**config.mk**
```make
export PLATFORM = sky130hd
export DESIGN_NAME = divider_core
export DESIGN_NICKNAME = d
export VERILOG_FILES = /design/src/rtl/divider_core.sv
export SDC_FILE = /design/constraint.sdc
export NUM_CORES = 1
export LEC_CHECK = 0
export ABC_AREA = 1
export BUFFER_PORTS_ARGS = -buffer_cell sky130_fd_sc_hd__buf_4
export CAP_MARGIN = 25
export CELL_PAD_IN_SITES_DETAIL_PLACEMENT = 1
export CELL_PAD_IN_SITES_GLOBAL_PLACEMENT = 2
export CORE_MARGIN = 2
export CORE_UTILIZATION = 33
export DETAILED_ROUTE_END_ITERATION = 8
export GPL_TIMING_DRIVEN = 0
export PLACE_DENSITY = 0.87
export SYNTH_ARGS = -nofsm -noshare
export SYNTH_HDL_FRONTEND = slang
export SYNTH_SLANG_ARGS = --single-unit
```
**constraint.sdc**
```tcl
create_clock -name clk -period 2.3 [get_ports clk]
set_input_delay 0.46 -clock clk [delete_from_list [all_inputs] [get_ports clk]]
set_output_delay 0.46 -clock clk [all_outputs]
set_load 0.03 [all_outputs]
```
**src/rtl/divider_core.sv**
```systemverilog
// divider_core: sequential radix-2 restoring signed/unsigned divider emitting {q_neg, quotient, remainder}
module divider_core #(
    parameter int WIDTH = 32
) (
    input  logic               clk,
    input  logic               rst_n,
    input  logic               start_i,
    input  logic               signed_i,
    input  logic [WIDTH-1:0]   dividend_i,
    input  logic [WIDTH-1:0]   divisor_i,
    output logic               ready_o,
    output logic               valid_o,
    output logic [2*WIDTH:0]   data_o
);
    typedef enum logic [1:0] {IDLE, CALC, FIX, DONE} state_t;

    localparam logic [WIDTH-1:0] MIN_NEG = {1'b1, {(WIDTH-1){1'b0}}};
    localparam logic [WIDTH-1:0] ALL_ONES = {WIDTH{1'b1}};
    localparam int CW = $clog2(WIDTH);

    state_t           state;
    logic [CW-1:0]    cnt;
    logic [WIDTH-1:0] rem;
    logic [WIDTH-1:0] quo;
    logic [WIDTH-1:0] dvs;
    logic             q_sgn;
    logic             r_sgn;
    logic             q_neg;
    logic [WIDTH-1:0] a_mag;
    logic [WIDTH-1:0] b_mag;
    logic [WIDTH:0]   trial;
    logic [WIDTH+1:0] diff;
    logic             borrow;

    // Operand magnitudes and one restoring step; rem < dvs keeps trial within WIDTH+1 bits
    always_comb begin
        a_mag  = (signed_i && dividend_i[WIDTH-1]) ? -dividend_i : dividend_i;
        b_mag  = (signed_i && divisor_i[WIDTH-1]) ? -divisor_i : divisor_i;
        trial  = {rem, quo[WIDTH-1]};
        diff   = {1'b0, trial} - {2'b00, dvs};
        borrow = diff[WIDTH+1];
    end

    // Control FSM and datapath; outputs are loaded only on the edge leaving DONE
    always_ff @(posedge clk or negedge rst_n) begin
        if (!rst_n) begin
            state   <= IDLE;
            cnt     <= '0;
            rem     <= '0;
            quo     <= '0;
            dvs     <= '0;
            q_sgn   <= 1'b0;
            r_sgn   <= 1'b0;
            q_neg   <= 1'b0;
            ready_o <= 1'b1;
            valid_o <= 1'b0;
            data_o  <= '0;
        end else begin
            valid_o <= 1'b0;
            case (state)
                IDLE: begin
                    if (start_i) begin
                        ready_o <= 1'b0;
                        cnt     <= '0;
                        if (divisor_i == '0) begin
                            quo   <= ALL_ONES;
                            rem   <= dividend_i;
                            q_neg <= 1'b0;
                            state <= DONE;
                        end else if (signed_i && dividend_i == MIN_NEG && divisor_i == ALL_ONES) begin
                            quo   <= MIN_NEG;
                            rem   <= '0;
                            q_neg <= 1'b1;
                            state <= DONE;
                        end else begin
                            quo   <= a_mag;
                            rem   <= '0;
                            dvs   <= b_mag;
                            q_sgn <= signed_i & (dividend_i[WIDTH-1] ^ divisor_i[WIDTH-1]);
                            r_sgn <= signed_i & dividend_i[WIDTH-1];
                            state <= CALC;
                        end
                    end
                end
                CALC: begin
                    rem <= borrow ? trial[WIDTH-1:0] : diff[WIDTH-1:0];
                    quo <= {quo[WIDTH-2:0], ~borrow};
                    cnt <= cnt + 1'b1;
                    if (cnt == CW'(WIDTH-1))
                        state <= FIX;
                end
                FIX: begin
                    quo   <= q_sgn ? -quo : quo;
                    rem   <= r_sgn ? -rem : rem;
                    q_neg <= q_sgn && (quo != '0);
                    state <= DONE;
                end
                DONE: begin
                    data_o  <= {q_neg, quo, rem};
                    valid_o <= 1'b1;
                    ready_o <= 1'b1;
                    state   <= IDLE;
                end
                default: state <= IDLE;
            endcase
        end
    end
endmodule
```
Word-level counts from Yosys, hierarchy flattened
Index checks and enable logic that the tools add are counted.
- register bits: 173
- input bits: 68
- output and inout bits: 67
- word-level logic and storage cells: 79
- add/subtract/negate cells: 6
- equality and inequality tests: 11
- multiplexer cells: 26
- bitwise gates (word level): 6
- reduce and logical (&&, ||, !) cells: 19
- operators by type and width (kind ; number):
    32-bit 2-to-1 mux ; 10
    32-bit one-hot mux with 3 select lines ; 2
    32-bit negation ; 4
    32-bit == test, second input constant ; 2
    33-bit by 32-bit subtractor with 34-bit output ; 1
    32-bit zero test ; 1
    32-bit nonzero test ; 1
    5-bit one-hot mux with 2 select lines ; 1
    3-bit AND reduction ; 3
    2-bit 2-to-1 mux ; 4
    2-bit != test, second input constant ; 4
    2-bit one-hot mux with 4 select lines ; 1
    2-bit AND reduction ; 3
    2-bit nonzero test ; 3
    5-bit by 1-bit adder with 5-bit output, second input constant ; 1
    5-bit == test, second input constant ; 1
    1-bit logical AND ; 5
    1-bit 2-to-1 mux ; 5
    5-bit 2-to-1 mux ; 1
    2-bit == test, second input constant ; 2
    1-bit one-hot mux with 2 select lines ; 2
    4-bit AND reduction ; 1
    3-bit != test, second input constant ; 1
    1-bit NOT ; 3
    5 further kinds ; 6

Depth between registers and ports, before layout
- depth after elaboration: 7
- gate-level depth with buffers: 19
- depth with buffers taken out: 18

Worst setup path before layout
No wires, ideal clock.
- path type: reg2reg
- start point: reg quo[31]
- end point: reg rem[26]
- setup time: 117 ps
- data arrival time: 2010 ps
- data required time: 2183 ps
- path slack: 174 ps
- cell stages (with the launch flop): 18
- path buffers: 0
- period minus slack after synthesis: 2126 ps
- path through: dfrtp_1 > inv_1 > ha_1 > fa_1 > inv_1 > nand3_1 > nand2_1 > nand2_1 > nand2_1 > nand2_1 > nand2_1 > nand3_1 > nand4_1 > nand3_1 > nand2_1 > nand2_1 > nand2_1 > nand2_1
- word-level cells in the longest chain between the ends: 3
- ends and longest elaborated chain (element ; RTL line ; source):
    start: declaration ; 24 ; logic [WIDTH-1:0] quo;
    start signal: assignment ; 76 ; quo <= a_mag;
    start signal: assignment ; 87 ; quo <= {quo[WIDTH-2:0], ~borrow};
    start signal: assignment ; 93 ; quo <= q_sgn ? -quo : quo;
    33-bit by 32-bit subtractor with 34-bit output ; 40 ; diff = {1'b0, trial} - {2'b00, dvs};
    32-bit 2-to-1 mux ; 86 ; rem <= borrow ? trial[WIDTH-1:0] : diff[WIDTH-1:0];
    32-bit one-hot mux with 3 select lines ; 60 ; case (state)
    end signal: assignment ; 67 ; rem <= dividend_i;
    end signal: assignment ; 86 ;
    end signal: assignment ; 94 ; rem <= r_sgn ? -rem : rem;
    end: declaration ; 23 ; logic [WIDTH-1:0] rem;
No other way between the ends.
A chain may end at the register's enable or synchronous reset.

Worst setup path in the final report
- start point: reg rem[1]
- end point: reg rem[24]
- word-level cells in the longest chain between the ends: 3
- elaborated cells on any way between the ends: 5
- classes of those cells: add/sub: 2; mux: 3
- ends and longest elaborated chain (element ; RTL line):
    33-bit by 32-bit subtractor with 34-bit output / 32-bit negation (equally long branches) ; 40, 94
    32-bit 2-to-1 mux, on equally long branches ; 86, 94
    32-bit one-hot mux with 3 select lines * ; 60
Mark *: on every way between the ends. The rest lies on a longest branch, timed or not. The select of a mux whose other input is x is not followed.

==> flow_summary.json <==
{
  "ys_types": 54,
  "drtIter0Drc": 1256,
  "clock_skew_ns": 0.0144,
  "p_leak_nw": 8.86,
  "combPwrFrac": 0.737,
  "status": "complete, but fails checks",
  "gp_congestion": 0.915,
  "r2r-end": "rem[24]",
  "placed_cell_area_sq_um": 15700,
  "antenna_found_initial": 0,
  "die_h_um": 210,
  "clock-root-buffer": "clkbuf_16",
  "grt_max_degree": 96,
  "crit_type": "register to register",
  "tightest_slew_ns": 0.861,
  "h-tree-depth": 4,
  "path_max_fanout": 6,
  "drt-pass1-iter-count": 5,
  "end_kind": "register",
  "yosys.area.top_type": "dfrtp_1",
  "synth.avg_cell_area_sq_um": 6.47,
  "drive_gt1_frac": 0.258,
  "ys_async_sr_fraction": 1.00,
  "p_clk_frac": 0.094,
  "hold_start": "divisor_i[0]",
  "synthCells": 2164,
  "finalSetupTns_ns": -1.37,
  "coreArea_sq_um": 41900,
  "synth_area_leaders": "dfrtp_1, nand2_1, inv_1",
  "grt_setup_unrepaired": "true",
  "cts_tree": "yes",
  "nets": 2527,
  "syn-cell-area_sq_um": 14000,
  "hold_depth": 3,
  "rr_worst_depth": 16,
  "setup_viol": 26,
  "overflow": 0,
  "switchingPower_mw": 18.7,
  "io_pins": 135,
  "stdcell_count": 2967,
  "grt_pass1_wl_mm": 94.5,
  "drtAntennaViolNets": 0,
  "reg2reg_from": "rem[1]",
  "cp-start-kind": "register",
  "r2r_slack_ns": -0.09,
  "cts_buffers": 17,
  "drv_cap": 0,
  "layout_setup_ws_ns": -0.0935,
  "route.detailed.drc": 0,
  "cts_buffer_depth": 2,
  "vias_per_cell": 5.38,
  "seqPwrFrac": 0.169,
  "cp.required_ns": 2.66,
  "final_area_sq_um": 18500,
  "clk_latency_ns": 0.47,
  "dp_hpwl_mm": 49.4,
  "most-common-layout-cells": "nand2_1, inv_1, buf_4",
  "ir_worst_vdd_v": 0.000692,
  "period_minus_slack_ns": 2.39,
  "hp-class": "input pin to register",
  "p_sw_frac": 0.555,
  "routed_wl_mm": 63.5,
  "layout_commonest_cell": "nand2_1",
  "internal_power_mw": 15.0,
  "place_ws_ns": -0.570,
  "grt_pass1_vias": 15700,
  "synthToLayoutAreaGrowth_pct": 32.4,
  "fmax_mhz": 418,
  "synth_edf_count": 0,
  "yosysWarnings": 0,
  "final.period_utilization": 1.04,
  "ys_ff_latch": 173,
  "yosysTopAreaCellShare": 0.308,
  "slew_headroom": 0.426,
  "grt_usage": 0.283,
  "initial_utilization": 0.334,
  "vias": 16000,
  "finalPower_mw": 33.6,
  "cts_sinks": 173,
  "worstHoldEndpoint": "dvs[0]",
  "synth_flop_cell": "dfrtp_1",
  "num_antenna_cells": 0,
  "synth_nets": 2276,
  "dp_cells": 2839,
  "fill_cells": 5370,
  "wl_per_cell_um": 21.4,
  "numPortBuffers": 134,
  "violations": "negative setup slack",
  "p_per_area_nw_per_um2": 1820,
  "rows": 75,
  "cp.arrival_ns": 2.75,
  "die_area_sq_um": 44100,
  "die_w_um": 210,
  "clkTransAtPathRegs_ns": 0.08,
  "slew_viol_final": 0,
  "hold_viol": 0,
  "seq_area_frac_synth": 0.309
}
cells by family after synthesis:
logic type | count (synthesis) | synth area share
AO/OA/AOI/OAI | 437 | 0.171
XOR/XNOR | 70 | 0.0438
adder cells (fa/ha/maj) | 44 | 0.0399
buffers and inverters | 346 | 0.0995
flip-flops | 173 | 0.309
AND/OR/NAND/NOR | 1094 | 0.336
state kept, by name (all words and copies together), names as in the netlist:
name and cells:
rem 32, state 2, dvs 32, r_sgn 1
cnt 5, valid_o 1, ready_o 1, q_sgn 1
data_o 65, q_neg 1, quo 32
per-stage QoR:
step,util,hold slack (ns)
2_1_floorplan,-,0.164
3_5_place_dp,0.375,0.470
5_1_grt,0.442,0.291
3_3_place_gp,0.374,0.464
6_report,0.442,0.289
4_1_cts,0.415,0.271
Yosys cell counts (6+ instances only):
master,instances
inv_1,256
o22ai_1,13
a21oi_1,114
nor4_1,11
o21ai_0,166
nor2_1,190
o31ai_1,6
a21oi_2,20
nand3_1,148
clkbuf_1,47
a31oi_1,8
nand2_1,629
xnor2_1,22
nor3_2,6
buf_2,8
buf_6,9
nor3_1,29
o21ai_1,80
o211ai_1,10
o21bai_1,10
inv_2,16
ha_1,43
xor2_1,48
nor2_2,13
dfrtp_1,172
nand4_1,35
layout make-up:
class	count	area (sq um)	share of cell area
multi-input combinational	1645	9530	0.514
sequential	173	4370	0.236
timing repair buffer	232	1840	0.0994
inverter	275	1060	0.0572
tap	539	674	0.0364
clock buffer	24	502	0.0271
buffer	71	453	0.0244
clock inverter	8	105	0.00567
layer usage:
metal | GRT usage | part of all wire | vias to the layer above
li1 | - | - | 7568
met1 | 0.405 | 0.46 | 7867
met2 | 0.448 | 0.46 | 464
met3 | 0.0387 | 0.057 | 66
met4 | 0.0787 | 0.023 | 0
met5 | 0 | 0 | -
repair_timing:
action | in CTS | in global routing
pin swaps | 15 | 75
hold buffers | 1 | 0
hold endpoints to repair | 16 | 0
endpoints found under the setup margin | 85 | 110
resized for setup | 170 | 206
buffers inserted | 47 | 46
cloned | 0 | 2
critical path, cell delays in order (launching register included):
cell	delay, ns
dfrtp_2	0.48
ha_4	0.32
nand2_1	0.08
nor2_1	0.12
nand3_1	0.10
nand3_2	0.11
nand2_2	0.07
nand2_2	0.11
nand2_4	0.09
nand2_8	0.14
buf_8	0.16
buf_12	0.15
nand3_4	0.10
nand2_2	0.07
nand2_1	0.07
nand2_1	0.06
nand2_1	0.05
power groups by stage:
stage	combinational, mW	sequential [mW]	clock [mW]
finish	24.8	5.70	3.15
global route	26.7	5.84	3.29
CTS	21.3	5.64	3.18
detailed placement	19.0	5.70	0
global placement	18.5	5.64	0
floorplan	11.8	6.11	0
worst max-delay path by stage:
stage,from,to,cells after the start
finish,rem[1],rem[24],16
global route,dvs[1],rem[24],17
CTS,rem[17],rem[1],16
detailed placement,state[1],quo[6],8
global placement,state[0],rem[13],10
floorplan,quo[31],rem[26],17
(Power assumes the default switching activity.)
